### src/rtl/dmem_arbiter_if.sv
// Bundle of both requester ports and the data-memory pins around dmem_arbiter.
// The slave modport is the arbiter; the master modport is the requesters plus memory.
interface dmem_arbiter_if #(
  parameter int unsigned AW = 32,
  parameter int unsigned DW = 32
);
  logic          P0_REQ;
  logic          P0_WE;
  logic [AW-1:0] P0_A;
  logic [DW-1:0] P0_WD;
  logic          P0_LOCK;
  logic          P0_GNT;
  logic          P0_RVALID;
  logic [DW-1:0] P0_RD;

  logic          P1_REQ;
  logic          P1_WE;
  logic [AW-1:0] P1_A;
  logic [DW-1:0] P1_WD;
  logic          P1_LOCK;
  logic          P1_GNT;
  logic          P1_RVALID;
  logic [DW-1:0] P1_RD;

  logic          MEM_WE;
  logic [AW-1:0] MEM_A;
  logic [DW-1:0] MEM_WD;
  logic [DW-1:0] MEM_RD;

  modport slave (
    input  P0_REQ, P0_WE, P0_A, P0_WD, P0_LOCK,
    input  P1_REQ, P1_WE, P1_A, P1_WD, P1_LOCK,
    output P0_GNT, P0_RVALID, P0_RD,
    output P1_GNT, P1_RVALID, P1_RD,
    output MEM_WE, MEM_A, MEM_WD,
    input  MEM_RD
  );

  modport master (
    output P0_REQ, P0_WE, P0_A, P0_WD, P0_LOCK,
    output P1_REQ, P1_WE, P1_A, P1_WD, P1_LOCK,
    input  P0_GNT, P0_RVALID, P0_RD,
    input  P1_GNT, P1_RVALID, P1_RD,
    input  MEM_WE, MEM_A, MEM_WD,
    output MEM_RD
  );
endinterface

### src/rtl/dmem_arbiter.sv
// Round-robin arbiter sharing one single-port data memory between the core (port 0)
// and the debug/loader (port 1), with per-port lock for read-modify-write sequences.
module dmem_arbiter #(
  parameter int unsigned AW = 32,
  parameter int unsigned DW = 32
) (
  input logic          CLK,
  input logic          RST,
  dmem_arbiter_if.slave bus
);

  typedef enum logic {StUnlocked, StLocked} lock_state_e;

  lock_state_e   state_q, state_d;
  logic          prio_q, prio_d;
  logic          owner_q, owner_d;
  logic [1:0]    req, lock, we, gnt;
  logic [1:0]    rvalid_q;
  logic [DW-1:0] rd0_q, rd1_q;
  logic [AW-1:0] mem_a;
  logic [DW-1:0] mem_wd;

  assign req  = {bus.P1_REQ, bus.P0_REQ};
  assign lock = {bus.P1_LOCK, bus.P0_LOCK};
  assign we   = {bus.P1_WE, bus.P0_WE};

  // Grant is combinational; reset suppresses it so nothing reaches memory.
  always_comb begin
    gnt = 2'b00;
    if (!RST) begin
      if (state_q == StLocked) begin
        gnt[owner_q] = req[owner_q];
      end else if (req == 2'b11) begin
        gnt[prio_q] = 1'b1;
      end else begin
        gnt = req;
      end
    end
  end

  always_comb begin
    state_d = state_q;
    prio_d  = prio_q;
    owner_d = owner_q;
    case (state_q)
      StUnlocked: begin
        if (gnt[0]) begin
          prio_d = 1'b1;
          if (lock[0]) begin
            state_d = StLocked;
            owner_d = 1'b0;
          end
        end else if (gnt[1]) begin
          prio_d = 1'b0;
          if (lock[1]) begin
            state_d = StLocked;
            owner_d = 1'b1;
          end
        end
      end
      StLocked: begin
        // Release on the owner's LOCK dropping, granted or not.
        if (!lock[owner_q]) begin
          state_d = StUnlocked;
          prio_d  = ~owner_q;
        end
      end
      default: state_d = StUnlocked;
    endcase
  end

  always_ff @(posedge CLK or posedge RST) begin
    if (RST) begin
      state_q <= StUnlocked;
      prio_q  <= 1'b0;
      owner_q <= 1'b0;
    end else begin
      state_q <= state_d;
      prio_q  <= prio_d;
      owner_q <= owner_d;
    end
  end

  always_ff @(posedge CLK or posedge RST) begin
    if (RST) begin
      rvalid_q <= 2'b00;
      rd0_q    <= '0;
      rd1_q    <= '0;
    end else begin
      rvalid_q <= gnt & ~we;
      if (gnt[0] && !we[0]) rd0_q <= bus.MEM_RD;
      if (gnt[1] && !we[1]) rd1_q <= bus.MEM_RD;
    end
  end

  assign mem_a  = gnt[1] ? bus.P1_A  : bus.P0_A;
  assign mem_wd = gnt[1] ? bus.P1_WD : bus.P0_WD;

  assign bus.MEM_A     = mem_a;
  assign bus.MEM_WD    = mem_wd;
  assign bus.MEM_WE    = |(gnt & we);
  assign bus.P0_GNT    = gnt[0];
  assign bus.P1_GNT    = gnt[1];
  assign bus.P0_RVALID = rvalid_q[0];
  assign bus.P1_RVALID = rvalid_q[1];
  assign bus.P0_RD     = rd0_q;
  assign bus.P1_RD     = rd1_q;

endmodule

### src/flat_wrapper.sv
// flat-port wrapper written by rule: the top's interface ports become plain ports
module dmem_arbiter_flat 
#(
  parameter int unsigned AW = 32,
  parameter int unsigned DW = 32
)
  (CLK, RST, bus_P0_REQ, bus_P0_WE, bus_P0_A, bus_P0_WD, bus_P0_LOCK, bus_P1_REQ, bus_P1_WE, bus_P1_A, bus_P1_WD, bus_P1_LOCK, bus_P0_GNT, bus_P0_RVALID, bus_P0_RD, bus_P1_GNT, bus_P1_RVALID, bus_P1_RD, bus_MEM_WE, bus_MEM_A, bus_MEM_WD, bus_MEM_RD);
  dmem_arbiter_if #(.AW(AW), .DW(DW)) bus_i ();
  input logic CLK;
  input logic RST;
  input wire logic [$bits(bus_i.P0_REQ)-1:0] bus_P0_REQ;
  input wire logic [$bits(bus_i.P0_WE)-1:0] bus_P0_WE;
  input wire logic [$bits(bus_i.P0_A)-1:0] bus_P0_A;
  input wire logic [$bits(bus_i.P0_WD)-1:0] bus_P0_WD;
  input wire logic [$bits(bus_i.P0_LOCK)-1:0] bus_P0_LOCK;
  input wire logic [$bits(bus_i.P1_REQ)-1:0] bus_P1_REQ;
  input wire logic [$bits(bus_i.P1_WE)-1:0] bus_P1_WE;
  input wire logic [$bits(bus_i.P1_A)-1:0] bus_P1_A;
  input wire logic [$bits(bus_i.P1_WD)-1:0] bus_P1_WD;
  input wire logic [$bits(bus_i.P1_LOCK)-1:0] bus_P1_LOCK;
  output wire logic [$bits(bus_i.P0_GNT)-1:0] bus_P0_GNT;
  output wire logic [$bits(bus_i.P0_RVALID)-1:0] bus_P0_RVALID;
  output wire logic [$bits(bus_i.P0_RD)-1:0] bus_P0_RD;
  output wire logic [$bits(bus_i.P1_GNT)-1:0] bus_P1_GNT;
  output wire logic [$bits(bus_i.P1_RVALID)-1:0] bus_P1_RVALID;
  output wire logic [$bits(bus_i.P1_RD)-1:0] bus_P1_RD;
  output wire logic [$bits(bus_i.MEM_WE)-1:0] bus_MEM_WE;
  output wire logic [$bits(bus_i.MEM_A)-1:0] bus_MEM_A;
  output wire logic [$bits(bus_i.MEM_WD)-1:0] bus_MEM_WD;
  input wire logic [$bits(bus_i.MEM_RD)-1:0] bus_MEM_RD;
  assign bus_i.P0_REQ = bus_P0_REQ;
  assign bus_i.P0_WE = bus_P0_WE;
  assign bus_i.P0_A = bus_P0_A;
  assign bus_i.P0_WD = bus_P0_WD;
  assign bus_i.P0_LOCK = bus_P0_LOCK;
  assign bus_i.P1_REQ = bus_P1_REQ;
  assign bus_i.P1_WE = bus_P1_WE;
  assign bus_i.P1_A = bus_P1_A;
  assign bus_i.P1_WD = bus_P1_WD;
  assign bus_i.P1_LOCK = bus_P1_LOCK;
  assign bus_P0_GNT = bus_i.P0_GNT;
  assign bus_P0_RVALID = bus_i.P0_RVALID;
  assign bus_P0_RD = bus_i.P0_RD;
  assign bus_P1_GNT = bus_i.P1_GNT;
  assign bus_P1_RVALID = bus_i.P1_RVALID;
  assign bus_P1_RD = bus_i.P1_RD;
  assign bus_MEM_WE = bus_i.MEM_WE;
  assign bus_MEM_A = bus_i.MEM_A;
  assign bus_MEM_WD = bus_i.MEM_WD;
  assign bus_i.MEM_RD = bus_MEM_RD;
  dmem_arbiter #(.AW(AW), .DW(DW)) u_core (.CLK(CLK), .RST(RST), .bus(bus_i));
endmodule
### config.mk
export PLATFORM = sky130hd
export DESIGN_NAME = dmem_arbiter_flat
export DESIGN_NICKNAME = d
export VERILOG_FILES = /design/src/rtl/dmem_arbiter_if.sv /design/src/rtl/dmem_arbiter.sv /design/src/flat_wrapper.sv
export SDC_FILE = /design/constraint.sdc
export NUM_CORES = 1
export LEC_CHECK = 0
export ABC_CLOCK_PERIOD_IN_PS = 6950
export CORE_AREA = 5 5 115 117
export CTS_CLUSTER_DIAMETER = 100
export DETAILED_ROUTE_END_ITERATION = 8
export DIE_AREA = 0 0 120 122
export PLACE_DENSITY = 0.84
export SYNTH_ARGS = -nofsm -noshare
export SYNTH_HDL_FRONTEND = slang
export SYNTH_SLANG_ARGS = --single-unit
### constraint.sdc
create_clock -name CLK -period 6.95 [get_ports CLK]
set_clock_uncertainty 0.05 [all_clocks]
set_input_delay 1.39 -clock CLK [delete_from_list [all_inputs] [get_ports CLK]]
set_output_delay 1.39 -clock CLK [all_outputs]
set_load 0.02 [all_outputs]
# Word-level counts from Yosys, hierarchy flattened
# Index checks and enable logic that the tools add are counted.
[word_totals] output_inout_bits=133 elab_cells=58 ff_bits=69 inputBits=168
[op_classes] eq_ne=4 bitwise=6 order_cmp=4 n_mux=27 n_reduce_logical=11
[op_table] cell="32-bit two-way mux" n=2
[op_table] cell="1-bit two-way mux" n=18
[op_table] cell="2-bit AND" n=3
[op_table] cell="2-bit two-way mux" n=3
[op_table] cell="1-bit logical AND" n=4
[op_table] cell="1-bit by 2-bit < comparator with 1-bit output, second input constant" n=2
[op_table] cell="2-bit inequality test, second input constant" n=2
[op_table] cell="1-bit one-hot mux with 2 select lines" n=2
[op_table] cell="4-bit AND reduction" n=1
[op_table] cell="2-bit nonzero test" n=2
[op_table] cell="3-bit by 1-bit inequality test with 1-bit output, second input constant" n=1
[op_table] cell="1-bit demux with 1-bit select" n=2
[op_table] cell="2-bit == test, second input constant" n=1
[op_table] cell="1-bit >= comparator, second input constant" n=2
[op_table] cell="1-bit logical NOT" n=2
[op_table] cell="1-bit NOT" n=2
[op_table] cell="2-bit NOT" n=1
[op_table] cell="2-bit AND reduction" n=1
[op_table] cell="2-bit OR reduction" n=1

# Logic depth before layout (Yosys ltp)
[logic_depth] ltp_word=10 depth_mapped=6 mapped_depth_nobuf=3

# Least setup slack after synthesis
# OpenSTA, ideal clock, no wires.
[synth_timing] path_kind="in2out" startpoint="input port RST" endpoint="output port bus_MEM_A[13]" n_path_buf=1 slack_ps=2974 t_required_ps=5510 cell_stages=4 arrival_ps=2536 path_cell_list="nand2b_1 nor3_2 buf_2 mux2_2"
[synth_via] elab_chain_cells=2
[synth_rtl] element="start: declaration" line="flat_wrapper.sv:10" source="input logic RST;"
[synth_rtl] element="2-bit two-way mux" line="dmem_arbiter.sv:30" source="if (!RST) begin"
[synth_rtl] element="named net bus_P1_GNT" line="flat_wrapper.sv:24" source="output wire logic [$bits(bus_i.P1_GNT)-1:0] bus_P1_GNT;"
[synth_rtl] element="32-bit two-way mux" line="dmem_arbiter.sv:96" source="assign mem_a = gnt[1] ? bus.P1_A : bus.P0_A;"
[synth_rtl] element="end: declaration" line="flat_wrapper.sv:28" source="output wire logic [$bits(bus_i.MEM_A)-1:0] bus_MEM_A;"
# The timed path passes the listed nets, and every way through them passes these cells.

# Worst setup path in the final report
[layout_timing] startpoint="input port RST" endpoint="output port bus_MEM_A[20]"
[layout_via] elab_chain_cells=2
[layout_rtl] element="2-bit two-way mux" line="dmem_arbiter.sv:30"
[layout_rtl] element="32-bit two-way mux" line="dmem_arbiter.sv:96"
# Every way passes these cells.

==> impl_metrics.py <==
metrics = {
    "die": {
        "initial_core_util_pct": 30.8,
        "die_area_um2": 14600,
        "core_area_um2": 12300,
        "die_w_um": 120,
        "io_pins": 301,
        "rows": 41,
        "die_y_um": 122,
    },
    "pwr": {
        "ir_drop_mv": 0.263,
        "power-per-cell-area_nw_per_um2": 366,
        "leakage_uw": 0.00298,
    },
    "run_status": {
        "status": "finished, final reports clean",
    },
    "sta": {
        "slew_headroom_pct": 42.5,
        "rsz0062_at_grt": "no",
        "finalSetupTns_ns": 0,
        "fmax_mhz": 193,
        "finalHoldViolCount": 0,
        "fin_crit_ns": 5.19,
        "min_period_over_period_pct": 74.7,
        "layout_setup_ws_ns": 1.76,
        "report.final.slew_viol_count": 0,
        "setup_viol": 0,
        "worst_slew_pin_slew_ns": 0.863,
    },
    "detailed_routing": {
        "route.vias.total": 3174,
        "viasPerCell": 4.59,
        "drt_iter0_drc": 135,
        "wl_mm": 14.6,
        "antenna_left": 0,
        "firstDrtPassIters": 5,
        "detail_route.wl_per_cell_um": 21.1,
        "drc_errors": 0,
    },
    "final_layout": {
        "fillers": 973,
        "diodes": 0,
        "fin_nets": 704,
        "fin_util_pct": 59.2,
        "drive_gt1_share_pct": 28.5,
        "area_delta_synth_final_pct": 92.1,
    },
    "placed_design": {
        "dp_slack_ns": 1.78,
        "place_hpwl_mm": 12.1,
        "port_buffers": 300,
        "place_congestion": 0.836,
    },
    "global_route": {
        "grt_first_pass_wirelength_mm": 20.7,
        "grt_pass1_vias": 3534,
        "grt_max_degree": 70,
        "grt_use_met2_pct": 35.8,
        "grt-ovfl-total": 0,
        "grt-busiest-layer": "met2",
        "track_usage_pct": 18.7,
        "grt_use_met1_pct": 19.0,
        "met3_usage_pct": 5.90,
        "antenna_found_initial": 0,
    },
    "synth": {
        "syn_inst": 236,
        "synth.area.top_cells": "dfrtp_1 (46%), mux2_4 (27%), mux2_2 (18%), buf_6 (3.9%), nor4_4 (0.56%)",
        "syn_nets": 404,
        "ys_ff_latch": 69,
        "synth_top_area_share_pct": 45.7,
        "ys_types": 24,
        "syn_avg_cell_area_um2": 16.0,
        "synthTopCellsByCount": "dfrtp_1 (69), mux2_4 (69), mux2_2 (60)",
        "synth-edff-count": 0,
        "synthFlopType": "dfrtp_1",
        "async_flop_share_pct": 100,
        "synth_area_um2": 3780,
        "yosys.area.top_type": "dfrtp_1",
        "yosysWarnings": 0,
        "synth-seq-area-share_pct": 45.7,
    },
    "flow_run": {
        "drv_cap": 0,
    },
    "clock_tree": {
        "tritoncts": "yes",
        "ctsResizeCount": 0,
        "post_cts.repair.setup_buffers": 0,
        "clkSinkCount": 69,
        "insertion_delay_ns": 0.32,
        "ctsHoldBuffers": 0,
        "cts_root_buf": "clkbuf_16",
        "clk_pin_slew_ns": 0.05,
        "htreeDepth": 3,
        "numCtsBuffers": 9,
        "clock_path_buffers": 2,
    },
    "setup_path": {
        "crit_arrival_ns": 3.75,
        "crit_family": "buffers and inverters",
        "worst-path-max-fanout": 66,
        "path_cells": "clkdlybuf4s50_1 > nand2b_1 > nor3_4 > buf_12 > mux2_2 > clkdlybuf4s50_1",
        "cp_slowest_cell": "clkdlybuf4s50_1",
        "max_stage_delay_ns": 0.54,
        "cpMostUsedCell": "clkdlybuf4s50_1",
        "critPathBufInv": 3,
        "critPathLaunchType": "input pin",
        "path_class": "in -> out",
        "cp-end-kind": "primary output",
        "worstPathRequired_ns": 5.51,
    },
    "worst_hold_path": {
        "hold_class": "reg -> reg",
    },
}
-- power breakdown --
part	switching [µW]	internal, µW	leakage, µW
clock	166	433	0.000189
combinational	580	758	0.00197
sequential	122	595	0.000819
total	868	1790	0.00298
-- logic make-up (layout without fill, tap and decap cells) --
family | Yosys count | count (layout) | share of synthesized area (%)
AO/OA/AOI/OAI | 7 | 7 | 1.32
buffers and inverters | 16 | 321 | 4.24
AND/OR/NAND/NOR | 15 | 15 | 3.44
multiplexers | 129 | 129 | 45.3
flip-flops | 69 | 69 | 45.7
-- worst paths after layout --
check,start,endpoint,slack (ns),cells past startpoint
worst max-delay path,RST,bus_MEM_A[20],1.76,6
worst min-delay path,u_core.bus.P0_RD[19],u_core.bus.P0_RD[19],0.45,1
worst max register to register,u_core.state_q,u_core.bus.P1_RD[11],4.93,4
worst min register to register,u_core.bus.P0_RD[19],u_core.bus.P0_RD[19],0.45,1
max in group asynchronous,RST,u_core.bus.P1_RD[28],4.63,3
min in group asynchronous,RST,u_core.bus.P1_RD[8],1.66,3
-- through the flow --
step / total power [µW] / hold slack, ns / cell area [µm²] / std cells
detailed placement: 2070 / 0.440 / 6860 / 675
CTS: 2680 / 0.457 / 7260 / 691
finish: 2650 / 0.454 / 7260 / 691
floorplan: 1400 / 0.501 / 3780 / 236
global placement: 2030 / 0.440 / 6860 / 675
global route: 2770 / 0.471 / 7260 / 691
-- routing by layer --
| metal | up-vias | wire length [µm] |
|---|---|---|
| met5 | - | 0 |
| met4 | 0 | 350 |
| met3 | 19 | 1220 |
| met2 | 155 | 8070 |
| met1 | 1542 | 4920 |
| li1 | 1458 | - |
-- layout by cell type (no fill, tap or decap), drive strengths merged, types with 2 or more instances in the layout --
cell           count
a21oi              2
clkbuf            10
nor2b              3
bufinv             5
dfrtp             69
buf                4
clkdlybuf4s50    300
mux2             129
nand2b             3
-- registers in the layout (all words and copies together), names as in the netlist --
name,cells
u_core.bus.P0_RD,32
u_core.prio_q,1
u_core.bus.P1_RD,32
u_core.owner_q,1
u_core.state_q,1
u_core.rvalid_q,2
-- layout make-up --
cell class	count	area [µm²]	share of cell area, %
repair buffers	304	3050	42.0
well taps	150	188	2.59
flip-flops and latches	69	1730	23.8
clock buffers	10	239	3.29
clock inverters	6	158	2.17
multi-input cells	151	1900	26.2
inverters	1	3.75	0.0517
(Power assumes the default switching activity.)
